File: config.mk
export PLATFORM = sky130hd
export DESIGN_NAME = lam_rong_xung
export DESIGN_NICKNAME = d
export VERILOG_FILES = /design/src/rtl/lam_rong_xung.sv
export SDC_FILE = /design/constraint.sdc
export NUM_CORES = 1
export LEC_CHECK = 0
export BUFFER_PORTS_ARGS = -buffer_cell sky130_fd_sc_hd__buf_2
export CAP_MARGIN = 20
export CORE_ASPECT_RATIO = 0.75
export CORE_UTILIZATION = 50
export CTS_BUF_LIST = sky130_fd_sc_hd__clkbuf_8
export DETAILED_ROUTE_END_ITERATION = 10
export PLACE_DENSITY = 0.73
export SLEW_MARGIN = 10
export SYNTH_ARGS = -nofsm -noshare
export SYNTH_HDL_FRONTEND = slang
export SYNTH_SLANG_ARGS = --single-unit
File: constraint.sdc
create_clock -name ckht -period 1.6 [get_ports ckht]
set_input_delay 0.24 -clock ckht [delete_from_list [all_inputs] [get_ports ckht]]
set_output_delay 0.24 -clock ckht [all_outputs]
set_load 0.02 [all_outputs]
File: src/rtl/lam_rong_xung.sv
`default_nettype none
// ============================================================================
//  Module      : lam_rong_xung
//  Description : Pulse widener. A rising edge on d drives q high for exactly
//                WIDTH clocks, followed by at least GAP low clocks before a
//                new trigger is accepted. Rejected triggers are counted in a
//                saturating 8-bit counter.
//  Revision    : 1.0  initial release
// ----------------------------------------------------------------------------
//  Parameters
//    WIDTH     q high time in clocks, 1..255
//    GAP       minimum q low time after a stretch, in clocks, 0..255
//  Ports
//    ckht      in   1  system clock, rising edge
//    rst       in   1  synchronous active-high reset
//    d         in   1  trigger input (level or pulse), synchronous to ckht
//    q         out  1  stretched pulse, registered
//    busy      out  1  high while stretching or enforcing the gap
//    drop_cnt  out  8  saturating count of rejected triggers
//  Build option
//    RETRIGGER_EN  when defined, a trigger during the stretch restarts the
//                  WIDTH count; otherwise it is rejected and counted.
// ============================================================================
module lam_rong_xung #(
    parameter int WIDTH = 4,
    parameter int GAP   = 2
) (
    input  logic       ckht,
    input  logic       rst,
    input  logic       d,
    output logic       q,
    output logic       busy,
    output logic [7:0] drop_cnt
);

    // Counter load values: the counter runs from LOAD down to 0, so the
    // state lasts LOAD+1 edges.
    localparam logic [7:0] WIDTH_LOAD = 8'(WIDTH - 1);
    localparam logic [7:0] GAP_LOAD   = (GAP > 0) ? 8'(GAP - 1) : 8'd0;
    localparam bit         HAS_GAP    = (GAP > 0);

    typedef enum logic [1:0] {
        ST_IDLE    = 2'd0,
        ST_STRETCH = 2'd1,
        ST_GAP     = 2'd2
    } state_t;

    state_t     state;
    state_t     state_nxt;
    logic [7:0] cnt;
    logic [7:0] cnt_nxt;
    logic       d_prev;
    logic       trig;
    logic       drop_evt;
    logic       retrig;        // trigger that restarts an active stretch
    logic       stretch_drop;  // trigger rejected during an active stretch

    // d_prev resets to 1 so a d held high through reset is not an edge.
    assign trig = d & ~d_prev;

`ifdef RETRIGGER_EN
    assign retrig       = trig;
    assign stretch_drop = 1'b0;
`else
    assign retrig       = 1'b0;
    assign stretch_drop = trig;
`endif

    // ------------------------------------------------------------------
    // Next-state and counter logic
    // ------------------------------------------------------------------
    always_comb begin
        state_nxt = state;
        cnt_nxt   = cnt;
        drop_evt  = 1'b0;

        case (state)
            ST_IDLE: begin
                if (trig) begin
                    state_nxt = ST_STRETCH;
                    cnt_nxt   = WIDTH_LOAD;
                end
            end

            ST_STRETCH: begin
                // The final stretch cycle (cnt==0) still counts as stretch
                // for trigger handling, so the reload check comes first.
                drop_evt = stretch_drop;
                if (retrig) begin
                    cnt_nxt = WIDTH_LOAD;
                end else if (cnt != 8'd0) begin
                    cnt_nxt = cnt - 8'd1;
                end else if (HAS_GAP) begin
                    state_nxt = ST_GAP;
                    cnt_nxt   = GAP_LOAD;
                end else begin
                    state_nxt = ST_IDLE;
                    cnt_nxt   = 8'd0;
                end
            end

            ST_GAP: begin
                // Any trigger seen in GAP is rejected, including one on the
                // edge that returns to IDLE.
                drop_evt = trig;
                if (cnt != 8'd0) begin
                    cnt_nxt = cnt - 8'd1;
                end else begin
                    state_nxt = ST_IDLE;
                end
            end

            default: begin
                state_nxt = ST_IDLE;
                cnt_nxt   = 8'd0;
            end
        endcase
    end

    // ------------------------------------------------------------------
    // State register; q and busy are registered from the next state so
    // they change on the same edge as the state.
    // ------------------------------------------------------------------
    always_ff @(posedge ckht) begin
        if (rst) begin
            state    <= ST_IDLE;
            cnt      <= 8'd0;
            q        <= 1'b0;
            busy     <= 1'b0;
            d_prev   <= 1'b1;
            drop_cnt <= 8'd0;
        end else begin
            state  <= state_nxt;
            cnt    <= cnt_nxt;
            q      <= (state_nxt == ST_STRETCH);
            busy   <= (state_nxt != ST_IDLE);
            d_prev <= d;
            if (drop_evt && (drop_cnt != 8'hFF)) begin
                drop_cnt <= drop_cnt + 8'd1;
            end
        end
    end

endmodule
`default_nettype wire

# == Yosys cells after proc, flatten, opt, wreduce, memory -nomap -nowiden ==
# Cells that the tools add are included.
# totals
regBits,21
input_bits,3
# op_classes
n_addsub,2
n_eq_ne,6
n_mux,9
n_bitwise,2
n_reduce_logical,6
# ops
op,n
8-bit two-way mux,3
8-bit case mux with 3 select lines,1
"8-bit by 1-bit adder with 8-bit output, second input constant",1
"8-bit inequality test, second input constant",1
8-bit nonzero test,1
"8-bit by 1-bit subtractor with 8-bit output, second input constant",1
2-bit two-way mux,3
2-bit case mux with 3 select lines,1
"2-bit by 1-bit equality test with 1-bit output, second input constant",2
"2-bit inequality test, second input constant",2
"2-bit equality test, second input constant",1
2-bit logical NOT,1
2-bit AND reduction,1
2-bit nonzero test,1
2-bit OR reduction,1
1-bit bitwise AND,1
1-bit logical AND,1
1-bit two-way mux,1
1-bit inverter,1

# == Longest topological paths before layout ==
# Gate-level depths: netlist of the first run.
# logic_depth
depth_word,5
ltp_mapped,7
mapped_depth_nobuf,6

# == Least setup slack after synthesis of the first run ==
# OpenSTA, ideal clock, no wires.
# synth_timing
kind,register -> register
startpoint,register cnt[0]
endpoint,register q
t_arrival_ns,1.598
t_required_ns,1.485
slack_ns,-0.113
path_stages_with_launch,7
synth_period_minus_slack_ns,1.713
cell_sequence,dfxtp_1 inv_1 ha_1 nor3b_1 a21oi_1 or3_1 o21ba_2
# synth_via
elab_chain_len,4
# synth_rtl
element,line_no,text
start: declaration,50,logic [7:0] cnt;
start signal: assignment,134,cnt <= cnt_nxt;
8-bit nonzero test *,"91, 106",
"2-bit two-way mux, on equally long branches","106, 91",
2-bit case mux with 3 select lines *,77,case (state)
2-bit by 1-bit equality test with 1-bit output *,135,q <= (state_nxt == ST_STRETCH);
end signal: assignment,135,
end: declaration,31,"output logic q,"
# Every way passes the cells marked *; elsewhere a longest branch is shown, timed or not.
# A chain may end at the register's enable or synchronous reset.

# == Final worst setup path of the first run ==
# layout_timing
startpoint,register cnt[0]
endpoint,register cnt[7]
# layout_via
elab_chain_len,3
# layout_rtl
element,line_no,text
8-bit by 1-bit subtractor with 8-bit output / 8-bit nonzero test (equally long branches),-,
"8-bit two-way mux, or another cell as far along",106,if (cnt != 8'd0) begin
8-bit case mux with 3 select lines / 2-bit AND reduction (equally long branches),-,
# Several ways; a longest one is shown, not always the timed one. The select of a mux whose other input is x is not followed.

==> results_dict.tcl, run 1 <==
set metrics [dict create \
    power.density_nw_per_um2 929 \
    placed_area_um2 1480 \
    dieArea_um2 2550 \
    yosysTopAreaCellShare 0.357 \
    yosysTopAreaCell "dfxtp_1" \
    routedWlPerCell_um 16.9 \
    cts-root-buf "clkbuf_8" \
    holdBufCountCts 0 \
    die_y_um 44 \
    clock_latency_ns 0.27 \
    synthMuxAreaShare 0.00851 \
    grt_max_degree 14 \
    finClkSkew_ns 0.00194 \
    critPathTopFamily "simple AND/OR/NAND/NOR gates" \
    grt_pass1_vias 1121 \
    avgSynthCellArea_um2 9.26 \
    drive_gt1_frac 0.520 \
    synth-simple-area-share 0.245 \
    cts_max_path_buffers 2 \
    drtPass1Iterations 7 \
    synth-main-ff-cell "dfxtp_1" \
    hold_viol 0 \
    htreeDepth 1 \
    cp_slowest_cell "or4bb_4" \
    syn_nets 137 \
    hp-class "in -> reg" \
    crit_fanout 6 \
    netlist_area_um2 1180 \
    maxCapViolCount 0 \
    mostFrequentLayoutCells "26 x buf_4, 14 x dfxtp_1, 12 x buf_2" \
    p_leak_nw 0.704 \
    path_cells "inv_2 > ha_4 > or4bb_4 > o22ai_4 > buf_6 > or4_1 > a21oi_1" \
    rrSetupSlack_ns -0.12 \
    grt_pass1_wl_um 5090 \
    via_count 1209 \
    vias_per_cell 6.20 \
    rsz0062_at_grt "true" \
    io_pins 13 \
    finalSetupTns_ns -0.924 \
    nets 182 \
    synthXorXnorAreaFrac 0.0223 \
    start_kind "flip-flop" \
    layout_commonest_cell "buf_4" \
    fp-row-count 14 \
    ir_drop_uv 615 \
    synth_edf_count 0 \
    cts.sinks 21 \
    violations "design-rule violations, negative setup slack" \
    antenna_found_initial 0 \
    path_class "reg -> reg" \
    fin_ws_ns -0.122 \
    status "complete, but fails checks" \
    drt_iter0_markers 50 \
    async_flop_share 0 \
    place.gp.congestion 0.855 \
    diodes 0 \
    initial_core_util 0.560 \
    grt_usage 0.270 \
    design_area_um2 1720 \
    ant_nets 0 \
    yosysUniqueCellTypes 44 \
    max_freq_ghz 0.581 \
    fin_cells 195 \
    post-dp-hpwl_um 2050 \
    synth_top_family_by_area "compound AO/OA/AOI/OAI gates" \
    dpl_worst_slack_ns -0.137 \
    numCtsBuffers 3 \
    critPathMaxStageDelay_ns 0.53 \
    period_needed_ns 1.72 \
    finalWirelength_um 3300 \
    synthTopCellsByArea "dfxtp_1 36%, ha_1 7.4%, o31ai_1 4.5%" \
    yosysSeqAreaShare 0.357 \
    cp_data_arrival_time_ns 1.88 \
    synth-warning-count 0 \
    die_w_um 58.0 \
    clk_pin_slew_worst_paths_ns 0.08 \
    area_growth_pct 45.9 \
    cts_tree "built" \
    crit_required_ns 1.76 \
    synth_compound_area_frac 0.254 \
    ys_seq_elements 21 \
    synthCells 127 \
    setup_viol_count_final 10 \
    slew_violations 0 \
    io_buffer_count 12 \
    route.detailed.drc 1 \
    cp-end-kind "flip-flop" \
    whs_ns 0.193 \
    post-route-period-util 1.08 \
    coreArea_um2 2100 \
    dp_cells 186 \
    critPathBufInv 2 \
    synth_fa_ha_area_frac 0.0745 \
    grt-ovfl-total 0 \
    tightest_slew_ns 0.360 \
    slew_headroom 0.760 \
]
==> cell families after synthesis <==
logic type,Yosys count
AND/OR/NAND/NOR,44
AO/OA/AOI/OAI,40
flip-flops,21
buffers and inverters,11
adder cells (fa/ha/maj),7
XOR/XNOR,3
multiplexers,1
==> area by class of cell <==
cell class | instances | area, um2
multi-input combinational | 95 | 865
clock buffer | 3 | 41.3
tap | 24 | 30.0
inverter | 9 | 36.3
timing repair buffer | 42 | 300
clock inverter | 1 | 6.26
fill | 118 | 387
sequential | 21 | 437
==> power breakdown <==
part / internal (W) / total (W) / switching, W
Combinational: 0.000309 / 0.000628 / 0.000319
Sequential: 0.000559 / 0.000600 / 0.0000415
Clock: 0.000178 / 0.000366 / 0.000189
Total: 0.00105 / 0.00159 / 0.000549
==> per-layer routing <==
metal / vias to the layer above / part of all wire / GRT usage
met5: - / 0 / 0
met4: 0 / 0.030 / 0.129
met3: 10 / 0.062 / 0.0806
met2: 47 / 0.45 / 0.416
met1: 578 / 0.46 / 0.348
li1: 574 / - / -
==> synthesized netlist by cell type, types with 3 or more instances <==
cell      number
nor2_1         8
o31ai_1        7
or4_1          5
a311oi_1       3
ha_1           7
nand3_1        5
nand2_1        4
xnor2_1        3
inv_1          9
dfxtp_1       21
a21oi_1       10
==> registers in the layout, summed over array words and instances, names as in the netlist <==
name,cells
cnt,8
d_prev,1
busy,1
drop_cnt,8
q,1
state,2
==> final timing paths <==
path / to / cells after the start / start
min reg2reg: cnt[0] / 2 / cnt[0]
min: d_prev / 2 / d
max: cnt[7] / 7 / cnt[0]
max reg2reg: cnt[7] / 7 / cnt[0]
==> metrics by stage <==
step                      utilization  total power [W]
final                           0.816          0.00159
after global routing            0.816          0.00167
after CTS                       0.759          0.00147
after detailed placement        0.704          0.00104
after global placement          0.704          0.00103
after floorplan                     -         0.000886
==> repair_timing <==
| item | 4_1_cts | 5_1_grt |
|---|---|---|
| setup buffers | 2 | 3 |
| pin swaps | 6 | 14 |
| gates resized for setup | 12 | 24 |
| endpoints found under the setup margin | 11 | 19 |
Power figures use the tool's default switching activity.
==> run 2, diff against run 1 <==
BUFFER_PORTS_ARGS = default   (was -buffer_cell sky130_fd_sc_hd__buf_2)
DONT_BUFFER_PORTS = 1   (was default)
PLACE_DENSITY = 0.69   (was 0.73)
==> run 2 against run 1 <==
  * The run ends with negative setup slack left
  * Via count decreased by 0.99%
  * Non-clock buffer count decreased by 8
  * Worst hold slack got worse by 0.16 ns
  * Power decreased by 0.13%
  * Clock power decreased by 6.0%
  * Die area unchanged
  * Cell area decreased by 2.9%
  * Combinational power increased by 1%
  * Utilization decreased by 2.4 points
  * Sequential share of layout area increased by 0.61 points
  * Largest power group unchanged
  * Highest routed layer unchanged
==> results_dict.tcl, run 2 (synthesis results as in run 1) <==
set metrics [dict create \
    status "complete, but fails checks" \
    violations "negative setup slack" \
    crit_required_ns 1.75 \
    drtPass1Iterations 4 \
    setup_viol_count_final 14 \
    cp_data_arrival_time_ns 1.85 \
    multi_input_area_um2 856 \
    mostFrequentLayoutCells "31 x buf_4, 12 x dfxtp_1, 8 x dfxtp_2" \
    final.fill_count 136 \
    antenna_found_initial 0 \
    finClkSkew_ns 0.00217 \
    fin_cells 187 \
    post-route-period-util 1.06 \
    power.density_nw_per_um2 956 \
    grt_usage 0.277 \
    total_power_w 0.00159 \
    clk_pin_slew_worst_paths_ns 0.08 \
    regArea_um2 434 \
    io_pins 13 \
    layout_commonest_cell "buf_4" \
    dp_cells 178 \
    cts_tree "built" \
    finalWirelength_um 3430 \
    cts_max_path_buffers 2 \
    clkPwrFrac 0.216 \
    cp_slowest_cell "or4bb_4" \
    nets 174 \
    p_leak_nw 0.657 \
    critPathMaxStageDelay_ns 0.53 \
    numCtsBuffers 3 \
    largestRegisters "cnt: 8 flops, drop_cnt: 8 flops, state: 2 flops" \
    crit_fanout 5 \
    period_needed_ns 1.70 \
    ir_drop_uv 507 \
    die_y_um 44 \
    critPathBufInv 2 \
    grt-ovfl-total 0 \
    initial_core_util 0.560 \
    hold_viol 0 \
    die_w_um 58.0 \
    tightest_slew_ns 0.474 \
    via_count 1197 \
    rsz0062_at_grt "true" \
    drt_iter0_markers 49 \
    p_seq_frac 0.385 \
    coreArea_um2 2100 \
    drive_gt1_frac 0.509 \
    area_growth_pct 41.6 \
    fin_ws_ns -0.100 \
    routedWlPerCell_um 18.3 \
    grt_pass1_wl_um 5270 \
    dieArea_um2 2550 \
    route.detailed.drc 0 \
    slew_violations 0 \
    cts.sinks 21 \
    ant_nets 0 \
    power.switching_w 0.000537 \
    post-dp-hpwl_um 2170 \
    p_int_w 0.00105 \
    critPathTopFamily "simple AND/OR/NAND/NOR gates" \
    place.gp.congestion 0.840 \
    cts-root-buf "clkbuf_8" \
    grt_pass1_vias 1122 \
    grt_max_degree 13 \
    cp-end-kind "flip-flop" \
    htreeDepth 1 \
    clock_latency_ns 0.26 \
    holdBufCountCts 0 \
    fp-row-count 14 \
    io_buffer_count 0 \
    vias_per_cell 6.40 \
    hp-class "in -> reg" \
    sw_frac_of_total 0.337 \
    diodes 0 \
    path_class "reg -> reg" \
    slew_headroom 0.684 \
    p_comb_frac 0.399 \
    max_freq_ghz 0.588 \
    path_cells "inv_2 > ha_4 > or4bb_4 > o22ai_4 > buf_4 > a2111o_1 > a21oi_1" \
    start_kind "flip-flop" \
    maxCapViolCount 0 \
    placed_area_um2 1450 \
    design_area_um2 1670 \
]
run 2: worst paths after layout:
| check | start | end | slack, ns | depth (start not counted) |
|---|---|---|---|---|
| worst max-delay path | state[0] | cnt[0] | -0.10 | 7 |
| worst min-delay path | rst | cnt[0] | 0.04 | 1 |
| worst max register to register | state[0] | cnt[0] | -0.10 | 7 |
| worst min register to register | cnt[0] | cnt[0] | 0.47 | 2 |
run 2: area by class of cell:
class,instances,area share
Clock buffer,3,0.0248
Clock inverter,1,0.00225
Timing Repair Buffer,34,0.160
Inverter,9,0.0203
Sequential cell,21,0.261
Multi-Input combinational cell,95,0.514
Tap cell,24,0.0180
run 2: power by group through the flow:
| stage | logic [W] | clock network (W) | registers (W) |
|---|---|---|---|
| 2_1_floorplan | 0.000275 | 0 | 0.000610 |
| 3_3_place_gp | 0.000415 | 0 | 0.000610 |
| 3_5_place_dp | 0.000428 | 0 | 0.000612 |
| 4_1_cts | 0.000526 | 0.000350 | 0.000607 |
| 5_1_grt | 0.000680 | 0.000369 | 0.000617 |
| 6_report | 0.000635 | 0.000344 | 0.000613 |
run 2: through the flow:
stage               utilization  hold slack, ns  TNS, ns  worst slack, ns
finish                    0.792          0.0371   -0.950           -0.100
global route              0.792          0.0290    -2.02           -0.172
CTS                       0.754          0.0324   -0.579          -0.0823
detailed placement        0.690           0.312   -0.968           -0.130
global placement          0.690           0.307   -0.574          -0.0834
floorplan                     -           0.347  -0.0239          -0.0123
run 2: per-layer routing:
metal	wire length, um	part of all wire	track usage
met5	0	0	0
met4	70	0.020	0.0714
met3	193	0.056	0.0537
met2	1670	0.49	0.453
met1	1490	0.44	0.378
run 2: what timing repair did:
item / in CTS / in global routing
endpoints found under the setup margin: 12 / 19
pin swaps: 6 / 4
setup buffers: 4 / 1
gates resized for setup: 17 / 18
==> run 3, diff against run 2 <==
RECOVER_POWER = 50   (was default)
==> run 3 against run 2 <==
  * The run still ends with negative setup slack left
  * Critical path type unchanged
  * Largest power group unchanged
  * Routed wire length grew 0.50%
  * Clock-buffer cell count is the same
  * Die area is the same
  * Clock power grew 1%
  * Utilization shrank 0.54 points
  * Global-route usage is the same
  * Register-to-register slack is essentially flat
  * Sequential share of layout area grew 0.18 points
  * Cell area shrank 0.68%
  * Worst hold slack lost 0.0028 ns
==> results_dict.tcl, run 3 (synthesis results as in run 1) <==
set metrics [dict create \
    drt_iter0_markers 41 \
    drtPass1Iterations 5 \
    nets 174 \
    layout_commonest_cell "buf_4" \
    setup_viol_count_final 14 \
    grt-ovfl-total 0 \
    whs_ns 0.0343 \
    grt_max_degree 13 \
    via_count 1201 \
    dieArea_um2 2550 \
    critPathBufInv 2 \
    crit_cells 7 \
    r2r.worst_path.cells 7 \
    met1_length_um 1520 \
    fp-row-count 14 \
    place.gp.congestion 0.840 \
    violations "negative setup slack" \
    cp_slowest_cell "or4bb_4" \
    die_w_um 58.0 \
    slew_violations 0 \
    cts-root-buf "clkbuf_8" \
    cts_tree "built" \
    hold_path_depth 1 \
    finalSetupTns_ns -0.914 \
    htreeDepth 1 \
    vias_per_cell 6.42 \
    area_growth_pct 40.6 \
    cts.sinks 21 \
    route.detailed.drc 0 \
    grt_pass1_vias 1122 \
    diodes 0 \
    mostFrequentLayoutCells "28 x buf_4, 12 x dfxtp_1, 8 x dfxtp_2" \
    fin_ws_ns -0.101 \
    top_layer "met4" \
    cts_max_path_buffers 2 \
    dp_cells 178 \
    met3_length_um 191 \
    cp_data_arrival_time_ns 1.86 \
    coreArea_um2 2100 \
    initial_core_util 0.560 \
    power.density_nw_per_um2 966 \
    path_cells "inv_2 > ha_4 > or4bb_4 > o22ai_4 > buf_4 > a2111o_1 > a21oi_1" \
    rsz0062_at_grt "true" \
    critPathTopFamily "simple AND/OR/NAND/NOR gates" \
    cp-end-kind "flip-flop" \
    io_pins 13 \
    io_buffer_count 0 \
    clock_latency_ns 0.26 \
    holdBufCountCts 0 \
    final.fill_count 140 \
    maxCapViolCount 0 \
    clk_pin_slew_worst_paths_ns 0.08 \
    critPathMaxStageDelay_ns 0.53 \
    crit_fanout 5 \
    die_y_um 44 \
    total_power_w 0.00160 \
    route.met2.wl_um 1670 \
    ant_nets 0 \
    ir_drop_uv 509 \
    finalWirelength_um 3450 \
    hold_viol 0 \
    status "complete, but fails checks" \
    start_kind "flip-flop" \
    post-dp-hpwl_um 2170 \
    routedWlPerCell_um 18.4 \
    antenna_found_initial 0 \
    post-route-period-util 1.06 \
    largestRegisters "cnt: 8 flops, drop_cnt: 8 flops, state: 2 flops" \
    numCtsBuffers 3 \
    grt_usage 0.277 \
    hp-class "in -> reg" \
    drive_gt1_frac 0.491 \
    path_class "reg -> reg" \
    period_needed_ns 1.70 \
    slew_headroom 0.672 \
    p_leak_nw 0.644 \
    crit_required_ns 1.76 \
    tightest_slew_ns 0.491 \
    fin_cells 187 \
    grt_pass1_wl_um 5270 \
    finClkSkew_ns 0.000663 \
    max_freq_ghz 0.588 \
]
## run 3: cell count changes in the layout (fill, tap and decap cells not counted), sizes merged
cell	delta
buf	-3
clkbuf	+3
## run 3: layout make-up
class / instances / area (um2) / share of cell area
multi-input combinational: 95 / 856 / 0.517
inverter: 9 / 33.8 / 0.0204
clock inverter: 1 / 3.75 / 0.00227
timing repair buffer: 34 / 255 / 0.154
tap: 24 / 30.0 / 0.0182
sequential: 21 / 434 / 0.262
clock buffer: 3 / 41.3 / 0.0250
## run 3: stage by stage
stage                      util  instance area (um2)  setup WS [ns]
after CTS                 0.754                 1580        -0.0823
after floorplan               -                 1220        -0.0123
after detailed placement  0.690                 1450         -0.130
after global placement    0.690                 1450        -0.0834
final                     0.787                 1650         -0.101
after global routing      0.787                 1650         -0.172
## run 3: final timing paths
| kind | start | slack [ns] | end |
|---|---|---|---|
| worst max register to register | state[0] | -0.10 | cnt[0] |
| worst min-delay path | rst | 0.03 | cnt[0] |
| worst min register to register | cnt[0] | 0.46 | cnt[0] |
| worst max-delay path | state[0] | -0.10 | cnt[0] |
## run 3: timing repair
action	CTS	global route
pin swaps	6	4
setup buffers	4	1
endpoints found under the setup margin	12	19
resized for setup	17	18
## run 3: power by group
part	leakage [nW]	switching, W	internal [W]
Clock	0.0269	0.000177	0.000171
Combinational	0.442	0.000316	0.000322
Sequential	0.175	0.0000505	0.000562
## run 3: routing by layer
layer,GRT usage,vias to the layer above
li1,-,559
met4,0.0714,0
met2,0.453,47
met5,0,-
met1,0.378,585
met3,0.0537,10
